## config.mk

```make
export PLATFORM = sky130hd
export DESIGN_NAME = sum_disp_scan
export DESIGN_NICKNAME = d
export VERILOG_FILES = /design/src/rtl/sum_disp_scan.sv
export SDC_FILE = /design/constraint.sdc
export NUM_CORES = 1
export LEC_CHECK = 0
export ABC_CLOCK_PERIOD_IN_PS = 4350
export CAP_MARGIN = 20
export CORE_ASPECT_RATIO = 2
export CORE_MARGIN = 3
export CORE_UTILIZATION = 40
export DETAILED_ROUTE_END_ITERATION = 12
export GPL_TIMING_DRIVEN = 0
export PLACE_DENSITY = 0.71
export SLEW_MARGIN = 20
export SYNTH_ARGS = -nofsm -noshare
export SYNTH_HDL_FRONTEND = slang
export SYNTH_SLANG_ARGS = --single-unit
export TNS_END_PERCENT = 20
```

## constraint.sdc

```tcl
create_clock -name clk -period 4.35 [get_ports clk]
set_clock_uncertainty 0.2 [all_clocks]
set_input_delay 0.435 -clock clk [delete_from_list [all_inputs] [get_ports clk]]
set_output_delay 0.435 -clock clk [all_outputs]
set_load 0.02 [all_outputs]
```

## src/rtl/sum_disp_scan.sv

```systemverilog
// Latches the adder sum/carry and shows it as 8 hex digits on a multiplexed
// common-anode 7-segment display. Optional macro: SUM_DISP_BLANK_EN (leading-zero blanking).
module sum_disp_scan #(
  parameter int unsigned SCAN_DIV = 50000
) (
  input  logic        clk,
  input  logic        rst,
  input  logic        load,
  input  logic [31:0] s,
  input  logic        co,
  output logic [7:0]  an,
  output logic [6:0]  seg,
  output logic        dp,
  output logic        valid
);

  localparam int unsigned PC_W   = (SCAN_DIV > 1) ? $clog2(SCAN_DIV) : 1;
  localparam int unsigned IDX_W  = 3;
  localparam int unsigned DATA_W = 32;
  localparam int unsigned SEG_W  = 7;
  localparam int unsigned DIG_N  = 8;

  localparam logic [PC_W-1:0] PC_LAST = PC_W'(SCAN_DIV - 1);

  logic [PC_W-1:0]   pc_q,      pc_d;
  logic [IDX_W-1:0]  idx_q,     idx_d;
  logic [DATA_W-1:0] pend_s_q,  pend_s_d;
  logic              pend_co_q, pend_co_d;
  logic              pend_q,    pend_d;
  logic [DATA_W-1:0] cur_s_q,   cur_s_d;
  logic              cur_co_q,  cur_co_d;
  logic              commit_q,  commit_d;
  logic [DIG_N-1:0]  an_q,      an_d;
  logic [SEG_W-1:0]  seg_q,     seg_d;
  logic              dp_q,      dp_d;
  logic              valid_q,   valid_d;

  logic              boundary_c;
  logic [3:0]        nibble_c;
  logic              blank_c;

  // Active-low g..a pattern for one hex digit.
  function automatic logic [SEG_W-1:0] hex7(input logic [3:0] n);
    logic [SEG_W-1:0] r;
    r = 7'h7F;
    case (n)
      4'h0: r = 7'h40;
      4'h1: r = 7'h79;
      4'h2: r = 7'h24;
      4'h3: r = 7'h30;
      4'h4: r = 7'h19;
      4'h5: r = 7'h12;
      4'h6: r = 7'h02;
      4'h7: r = 7'h78;
      4'h8: r = 7'h00;
      4'h9: r = 7'h10;
      4'hA: r = 7'h08;
      4'hB: r = 7'h03;
      4'hC: r = 7'h46;
      4'hD: r = 7'h21;
      4'hE: r = 7'h06;
      4'hF: r = 7'h0E;
      default: r = 7'h7F;
    endcase
    return r;
  endfunction

  assign boundary_c = (pc_q == PC_LAST);

  // Scan counters plus pending/committed value handling; commits only at slot boundaries.
  always_comb begin
    pc_d      = pc_q + PC_W'(1);
    idx_d     = idx_q;
    pend_s_d  = pend_s_q;
    pend_co_d = pend_co_q;
    pend_d    = pend_q;
    cur_s_d   = cur_s_q;
    cur_co_d  = cur_co_q;
    commit_d  = commit_q;

    if (boundary_c) begin
      pc_d  = '0;
      idx_d = idx_q + IDX_W'(1);
      if (load) begin
        cur_s_d  = s;
        cur_co_d = co;
        pend_d   = 1'b0;
        commit_d = 1'b1;
      end else if (pend_q) begin
        cur_s_d  = pend_s_q;
        cur_co_d = pend_co_q;
        pend_d   = 1'b0;
        commit_d = 1'b1;
      end
    end else if (load) begin
      pend_s_d  = s;
      pend_co_d = co;
      pend_d    = 1'b1;
    end
  end

  assign nibble_c = cur_s_q[{idx_q, 2'b00} +: 4];

`ifdef SUM_DISP_BLANK_EN
  // A digit blanks when it and every more-significant nibble are zero,
  // except digit 0 and a digit 7 that carries the carry-out point.
  always_comb begin
    blank_c = 1'b0;
    if ((idx_q != IDX_W'(0)) && ((cur_s_q >> {idx_q, 2'b00}) == DATA_W'(0))) begin
      blank_c = !((idx_q == IDX_W'(DIG_N - 1)) && cur_co_q);
    end
  end
`else
  assign blank_c = 1'b0;
`endif

  // Display drive, one cycle behind idx/cur.
  always_comb begin
    an_d    = '1;
    seg_d   = '1;
    dp_d    = 1'b1;
    valid_d = commit_q;
    if (commit_q) begin
      an_d  = ~(DIG_N'(1) << idx_q);
      seg_d = blank_c ? '1 : hex7(nibble_c);
      dp_d  = !((idx_q == IDX_W'(DIG_N - 1)) && cur_co_q);
    end
  end

  always_ff @(posedge clk or posedge rst) begin
    if (rst) begin
      pc_q      <= '0;
      idx_q     <= '0;
      pend_s_q  <= '0;
      pend_co_q <= 1'b0;
      pend_q    <= 1'b0;
      cur_s_q   <= '0;
      cur_co_q  <= 1'b0;
      commit_q  <= 1'b0;
      an_q      <= '1;
      seg_q     <= '1;
      dp_q      <= 1'b1;
      valid_q   <= 1'b0;
    end else begin
      pc_q      <= pc_d;
      idx_q     <= idx_d;
      pend_s_q  <= pend_s_d;
      pend_co_q <= pend_co_d;
      pend_q    <= pend_d;
      cur_s_q   <= cur_s_d;
      cur_co_q  <= cur_co_d;
      commit_q  <= commit_d;
      an_q      <= an_d;
      seg_q     <= seg_d;
      dp_q      <= dp_d;
      valid_q   <= valid_d;
    end
  end

  assign an    = an_q;
  assign seg   = seg_q;
  assign dp    = dp_q;
  assign valid = valid_q;

endmodule

```

==> results.yml, run 1 <==
layout:
  fill_cells: 1024
  final_cells: 605
  multi_input_area_um2: 2010
  area_growth_pct: 20.8
  seq_area_um2: 2620
  layout.nets: 504
  drive_gt1_frac: 0.187
  diodes: 0
  post-route-util: 0.496
sta:
  final-setup-viol-count: 0
  layout_min_cycle_time_ns: 2.75
  hold_viol_final: 0
  slew_violations: 0
  tightest_slew_ns: 0.718
  fmax_ghz: 0.364
  slew_headroom: 0.521
  post-route-period-util: 0.632
  rsz0062_at_grt: "false"
critical_path:
  r2r_slack_ns: 1.60
  crit_path_end_kind: "register"
  crit_arrival_ns: 2.82
  required_ns: 4.42
  path_class: "reg -> reg"
  start_kind: "register"
  r2r_start: "idx_q[0]$_DFFE_PP0N_"
  reg2reg_depth: 7
  reg2reg_to: "seg[0]$_DFF_PP1_"
  path_max_fanout: 10
synth:
  yosysSeqAreaShare: 0.546
  yosys_warnings: 0
  yosys.area_share.adder: 0.0339
  synth_compound_area_frac: 0.0516
  postSynthCellCount: 392
  synth-xor-area-share: 0.0274
  ys_types: 35
  synth_top_family_by_area: "multiplexers"
  synth_fp_nets: 441
  ys_ff_latch: 104
  synth-simple-area-share: 0.0904
  syn_avg_cell_area_um2: 12.3
  synth.cell_area_um2: 4800
  synth_mux_area_frac: 0.215
hold_path:
  hold_path.class: "reg -> reg"
  min_path_cells: 0
  worstHoldStart: "commit_q$_DFFE_PP0P_"
  hold_path_end: "valid$_DFF_PP0_"
clocking:
  cts_setup_buffers: 0
  numCtsBuffers: 9
  htree_levels: 3
  clock_latency_ns: 0.34
  root_buffer: "clkbuf_16"
  cts_buffer_depth: 2
  clock_sinks: 104
  cts_resized: 0
  cts_tree: "done"
  clk_pin_slew_ns: 0.07
  postCtsHoldBufs: 0
power_and_ir_drop:
  powerDensity_nw_per_um2: 328
  p_leak_nw: 2.59
  vdd_drop_max_uv: 224
grt:
  overflow: 0
  antenna_found_initial: 0
  grt_usage: 0.147
  grt_max_degree: 69
  grt_pass1_vias: 3292
  grt_pass1_wl_um: 15700
routing:
  drtAntennaViolNets: 0
  finalWirelength_um: 9470
  via_per_inst: 5.08
  vias: 3076
  drt_pre_antenna_iters: 4
  drtIter0Drc: 146
  drc_errors: 0
  wire_per_inst_um: 15.7
die:
  die_area_um2: 13400
  io_pins: 53
  die_h_um: 161
  core_area_um2: 11700
  die_x_um: 83.5
  initial_core_util: 0.411
  rows: 56
job:
  drv_cap: 0
place:
  dp_hpwl_um: 7230
  io_buffers: 51
  gp_congestion: 0.811
  post-place-cells: 589
outcome:
  outcome: "completed"
[cell usage after synthesis]
master / number / area (µm²)
o221ai_1: 3 / 26.3
nand2b_1: 2 / 12.5
buf_4: 3 / 22.5
buf_1: 1 / 3.75
o21ai_0: 34 / 170
mux4_2: 1 / 22.5
nand2_1: 50 / 188
nand3_1: 14 / 70.1
o22a_1: 2 / 17.5
a221o_1: 1 / 10.0
mux4_1: 5 / 131
a22oi_1: 1 / 7.51
xnor2_1: 10 / 87.6
dfrtp_1: 88 / 2200
nor3_1: 2 / 10.0
nor2b_1: 2 / 12.5
mux2i_1: 43 / 430
buf_2: 7 / 35.0
nor4b_1: 1 / 8.76
inv_1: 9 / 33.8
o21ai_1: 2 / 10.0
mux2_2: 36 / 405
clkbuf_1: 7 / 26.3
clkinv_1: 1 / 3.75
mux2i_4: 2 / 45.0
ha_1: 13 / 163
nand4_1: 2 / 12.5
and4_1: 3 / 26.3
nor4bb_1: 2 / 20.0
a31oi_1: 1 / 6.26
xor2_1: 5 / 43.8
buf_6: 4 / 45.0
nor2_1: 18 / 67.6
dfstp_2: 16 / 420
and3_1: 1 / 6.26
[kinds of logic after synthesis]
group,after synthesis
flip-flops,104
AO/OA/AOI/OAI,44
multiplexers,87
XOR/XNOR,15
buffers and inverters,32
adder cells (fa/ha/maj),13
AND/OR/NAND/NOR,97
[worst max-delay path: stages (launching register included)]
cell and delay (ns):
dfrtp_1 0.45, buf_6 0.21, mux4_1 0.67, mux2i_4 0.28, inv_1 0.13, ha_1 0.26
mux2_2 0.28, o22a_1 0.20
[through the flow]
stage          worst slack, ns  area [µm²]  power, mW  setup TNS [ns]  hold slack [ns]
2_1_floorplan             1.01        4800       1.11               0            0.192
3_3_place_gp            -0.398        5500       1.16          -34.17            0.210
3_5_place_dp              1.61        5530       1.17               0            0.210
4_1_cts                   1.61        5800       1.92               0            0.225
5_1_grt                   1.55        5800       1.98               0            0.251
6_report                  1.60        5800       1.90               0            0.226
[placed cells by master (no fill, tap or decap), drive strengths merged, types with 13 or more instances in the layout]
cell / netlist / layout
mux2: 36 / 36
nand3: 14 / 14
nand2: 50 / 50
clkbuf: 7 / 18
o21ai: 36 / 36
dfrtp: 88 / 88
buf: 15 / 16
clkdlybuf4s50: 0 / 51
mux2i: 45 / 45
ha: 13 / 13
dfstp: 16 / 16
nor2: 18 / 18
[worst max-delay path by stage]
| stage | slack (ns) | from | depth (start not counted) | endpoint |
|---|---|---|---|---|
| floorplan | 1.01 | rst | 1 | commit_q$_DFFE_PP0P_ |
| global placement | -0.40 | rst | 2 | pend_s_q[16]$_DFFE_PP0P_ |
| detailed placement | 1.61 | idx_q[0]$_DFFE_PP0N_ | 7 | seg[0]$_DFF_PP1_ |
| CTS | 1.61 | idx_q[0]$_DFFE_PP0N_ | 7 | seg[0]$_DFF_PP1_ |
| global route | 1.55 | idx_q[0]$_DFFE_PP0N_ | 7 | seg[0]$_DFF_PP1_ |
| finish | 1.60 | idx_q[0]$_DFFE_PP0N_ | 7 | seg[0]$_DFF_PP1_ |
[report_power, final]
group | switching, mW | internal (mW)
combinational | 0.0624 | 0.0777
clock | 0.347 | 0.403
sequential | 0.0144 | 0.998
total | 0.424 | 1.48
[routing by layer]
metal / vias up / part of all wire / global-route usage
li1: 1487 / - / -
met2: 59 / 0.56 / 0.280
met1: 1506 / 0.37 / 0.151
met3: 24 / 0.028 / 0.0291
met5: - / 0 / 0
met4: 0 / 0.036 / 0.0703
[cell type report]
class,instances,share of cell area
Buffer,22,0.0229
Clock buffer,11,0.0418
Clock inverter,5,0.00539
Inverter,10,0.00733
Multi-Input combinational cell,256,0.347
Sequential cell,104,0.452
Tap cell,145,0.0313
Timing Repair Buffer,52,0.0927
[flip-flops by register name (all words and copies together), names as in the netlist, 3 cells and up]
name      cells
cur_s_q      32
pend_s_q     32
pc_q         16
an            8
seg           7
idx_q         3
(Power assumes the default switching activity.)
==> inputs of run 2 (changes only) <==
--- a/config.mk
+++ b/config.mk
@@ -5,14 +5,14 @@
 export SDC_FILE = /design/constraint.sdc
 export NUM_CORES = 1
 export LEC_CHECK = 0
-export ABC_CLOCK_PERIOD_IN_PS = 4350
+export ABC_CLOCK_PERIOD_IN_PS = 2400
 export CAP_MARGIN = 20
 export CORE_ASPECT_RATIO = 2
 export CORE_MARGIN = 3
 export CORE_UTILIZATION = 40
 export DETAILED_ROUTE_END_ITERATION = 12
 export GPL_TIMING_DRIVEN = 0
-export PLACE_DENSITY = 0.71
+export PLACE_DENSITY = 0.73
 export SLEW_MARGIN = 20
 export SYNTH_ARGS = -nofsm -noshare
 export SYNTH_HDL_FRONTEND = slang
==> constraint.sdc (replaced) <==
create_clock -name clk -period 2.4 [get_ports clk]
set_clock_uncertainty 0.2 [all_clocks]
set_input_delay 0.24 -clock clk [delete_from_list [all_inputs] [get_ports clk]]
set_output_delay 0.24 -clock clk [all_outputs]
set_load 0.02 [all_outputs]
==> run 2 against run 1 <==
The run now ends with hold timing left. Via count is 2.2% higher. Sequential cell count stayed put. Sequential power is 81% higher. Worst setup slack got worse by 1.5 ns. Global-route usage rose by 0.26 points. Count of clock-buffer cells in the layout stayed put. Sequential share of layout area shrank 1.2 points. Combinational power increased by 84%. Critical path depth did not move. Design area increased by 2.7%. Critical path type unchanged. Largest cell class unchanged.
==> results.yml, run 2 (synthesized netlist as in run 1, its figures left out) <==
outcome:
  outcome: "finished, violations left"
  violations: "hold timing"
sta:
  final-setup-viol-count: 0
  post-route-period-util: 0.972
  hold_viol_final: 4
  slew_headroom: 0.515
  slew_violations: 0
  fmax_ghz: 0.429
  layout_min_cycle_time_ns: 2.33
  tightest_slew_ns: 0.728
  final.setup.worst_slack_ns: 0.0671
  hold_slack_ns: -0.000743
  rsz0062_at_grt: "true"
routing:
  vias: 3145
  drc_errors: 0
  finalWirelength_um: 9700
  drtIter0Drc: 188
  drtAntennaViolNets: 0
  drt_pre_antenna_iters: 4
  via_per_inst: 5.13
  wire_per_inst_um: 15.8
die:
  die_area_um2: 13400
  die_h_um: 161
  core_area_um2: 11700
  initial_core_util: 0.411
  die_x_um: 83.5
  rows: 56
  io_pins: 53
place:
  post-place-cells: 591
  dpl-instance-area_um2: 5560
  dp_slack_ns: -0.309
  io_buffers: 51
  dp_hpwl_um: 7280
  gp_congestion: 0.793
grt:
  grt_usage: 0.150
  grt_max_degree: 36
  overflow: 0
  grt_pass1_wl_um: 16000
  antenna_found_initial: 0
  grt_pass1_vias: 3344
clocking:
  clock_sinks: 104
  postCtsHoldBufs: 0
  root_buffer: "clkbuf_16"
  cts_tree: "done"
  clk_pin_slew_ns: 0.07
  htree_levels: 3
  clock_latency_ns: 0.34
  numCtsBuffers: 9
  cts_buffer_depth: 2
layout:
  final_common_cell: "dfrtp_1"
  diodes: 0
  final_cell_area_um2: 5960
  post-route-util: 0.509
  area_growth_pct: 24.0
  drive_gt1_frac: 0.224
  fill_cells: 1016
  layout_common_cells: "88 x dfrtp_1, 51 x clkdlybuf4s50_1, 50 x nand2_1"
  layout.nets: 512
  reg_top3: "cur_s_q x32, pend_s_q x32, pc_q x16"
  final_cells: 613
power_and_ir_drop:
  p_total_mw: 3.69
  vdd_drop_max_uv: 456
  p_leak_nw: 2.64
  powerDensity_nw_per_um2: 620
critical_path:
  start_kind: "register"
  path_max_fanout: 6
  path_class: "reg -> reg"
  r2r_slack_ns: 0.07
  r2r_start: "idx_q[0]$_DFFE_PP0N_"
  required_ns: 2.47
  reg2reg_to: "seg[0]$_DFF_PP1_"
  reg2reg_depth: 7
  crit_path_end_kind: "register"
  crit_arrival_ns: 2.40
hold_path:
  hold_path.class: "in -> async"
job:
  drv_cap: 0
[run 2: cell types whose count changed in the layout (fill, tap and decap cells not counted), moves of 2 or more]
cell	previous run	this run
buf_4	3	11
buf_12	0	3
ha_1	13	10
ha_2	0	3
mux4_1	5	2
mux4_2	1	4
buf_2	7	5
bufinv_16	0	2
clkbuf_1	8	6
inv_6	2	0
[run 2: metal layers]
layer	GRT usage	wire length (µm)
met2	0.287	5590
met3	0.0189	269
met1	0.151	3450
met5	0	0
met4	0.0893	396
[run 2: final cells by class]
type | count | area [µm²] | share of cell area
Clock buffer | 11 | 253 | 0.0424
Clock inverter | 5 | 78.8 | 0.0132
Timing Repair Buffer | 60 | 616 | 0.103
Tap cell | 145 | 181 | 0.0304
Buffer | 22 | 141 | 0.0237
Inverter | 10 | 41.3 | 0.00693
Sequential cell | 104 | 2620 | 0.440
Multi-Input combinational cell | 256 | 2020 | 0.340
[run 2: through the flow]
step                      setup TNS, ns  hold slack [ns]
after detailed placement          -1.15            0.207
final                                 0        -0.000743
after CTS                             0          0.00791
after global placement           -18.31            0.208
after global routing           -0.00205           0.0256
after floorplan                 -0.0179            0.190
[run 2: what timing repair did]
item | in CTS | in global routing
gates resized for setup | 2 | 14
setup endpoints to repair | 7 | 67
setup buffers | 6 | 0
gates cloned | 0 | 0
[run 2: how the worst max path moves through the flow]
stage / start / end / slack, ns
finish: idx_q[0]$_DFFE_PP0N_ / seg[0]$_DFF_PP1_ / 0.07
global route: pc_q[0]$_DFF_PP0_ / pend_s_q[23]$_DFFE_PP0P_ / -0.002
CTS: pc_q[0]$_DFF_PP0_ / pend_s_q[11]$_DFFE_PP0P_ / 0.01
detailed placement: idx_q[0]$_DFFE_PP0N_ / seg[0]$_DFF_PP1_ / -0.31
global placement: idx_q[0]$_DFFE_PP0N_ / seg[0]$_DFF_PP1_ / -0.28
floorplan: idx_q[0]$_DFFE_PP0N_ / seg[0]$_DFF_PP1_ / -0.02
[run 2: report_power, final]
group / internal (mW) / switching [mW] / total [mW] / leakage (nW)
registers: 1.81 / 0.0257 / 1.83 / 1.29
clock network: 0.969 / 0.633 / 1.60 / 0.165
logic: 0.146 / 0.111 / 0.257 / 1.19
[run 2: critical path, stage by stage (launching register included)]
cell	delay, ns
dfrtp_1	0.38
buf_6	0.15
mux4_2	0.57
mux2i_4	0.18
inv_1	0.11
ha_2	0.22
mux2_2	0.26
o22a_1	0.20
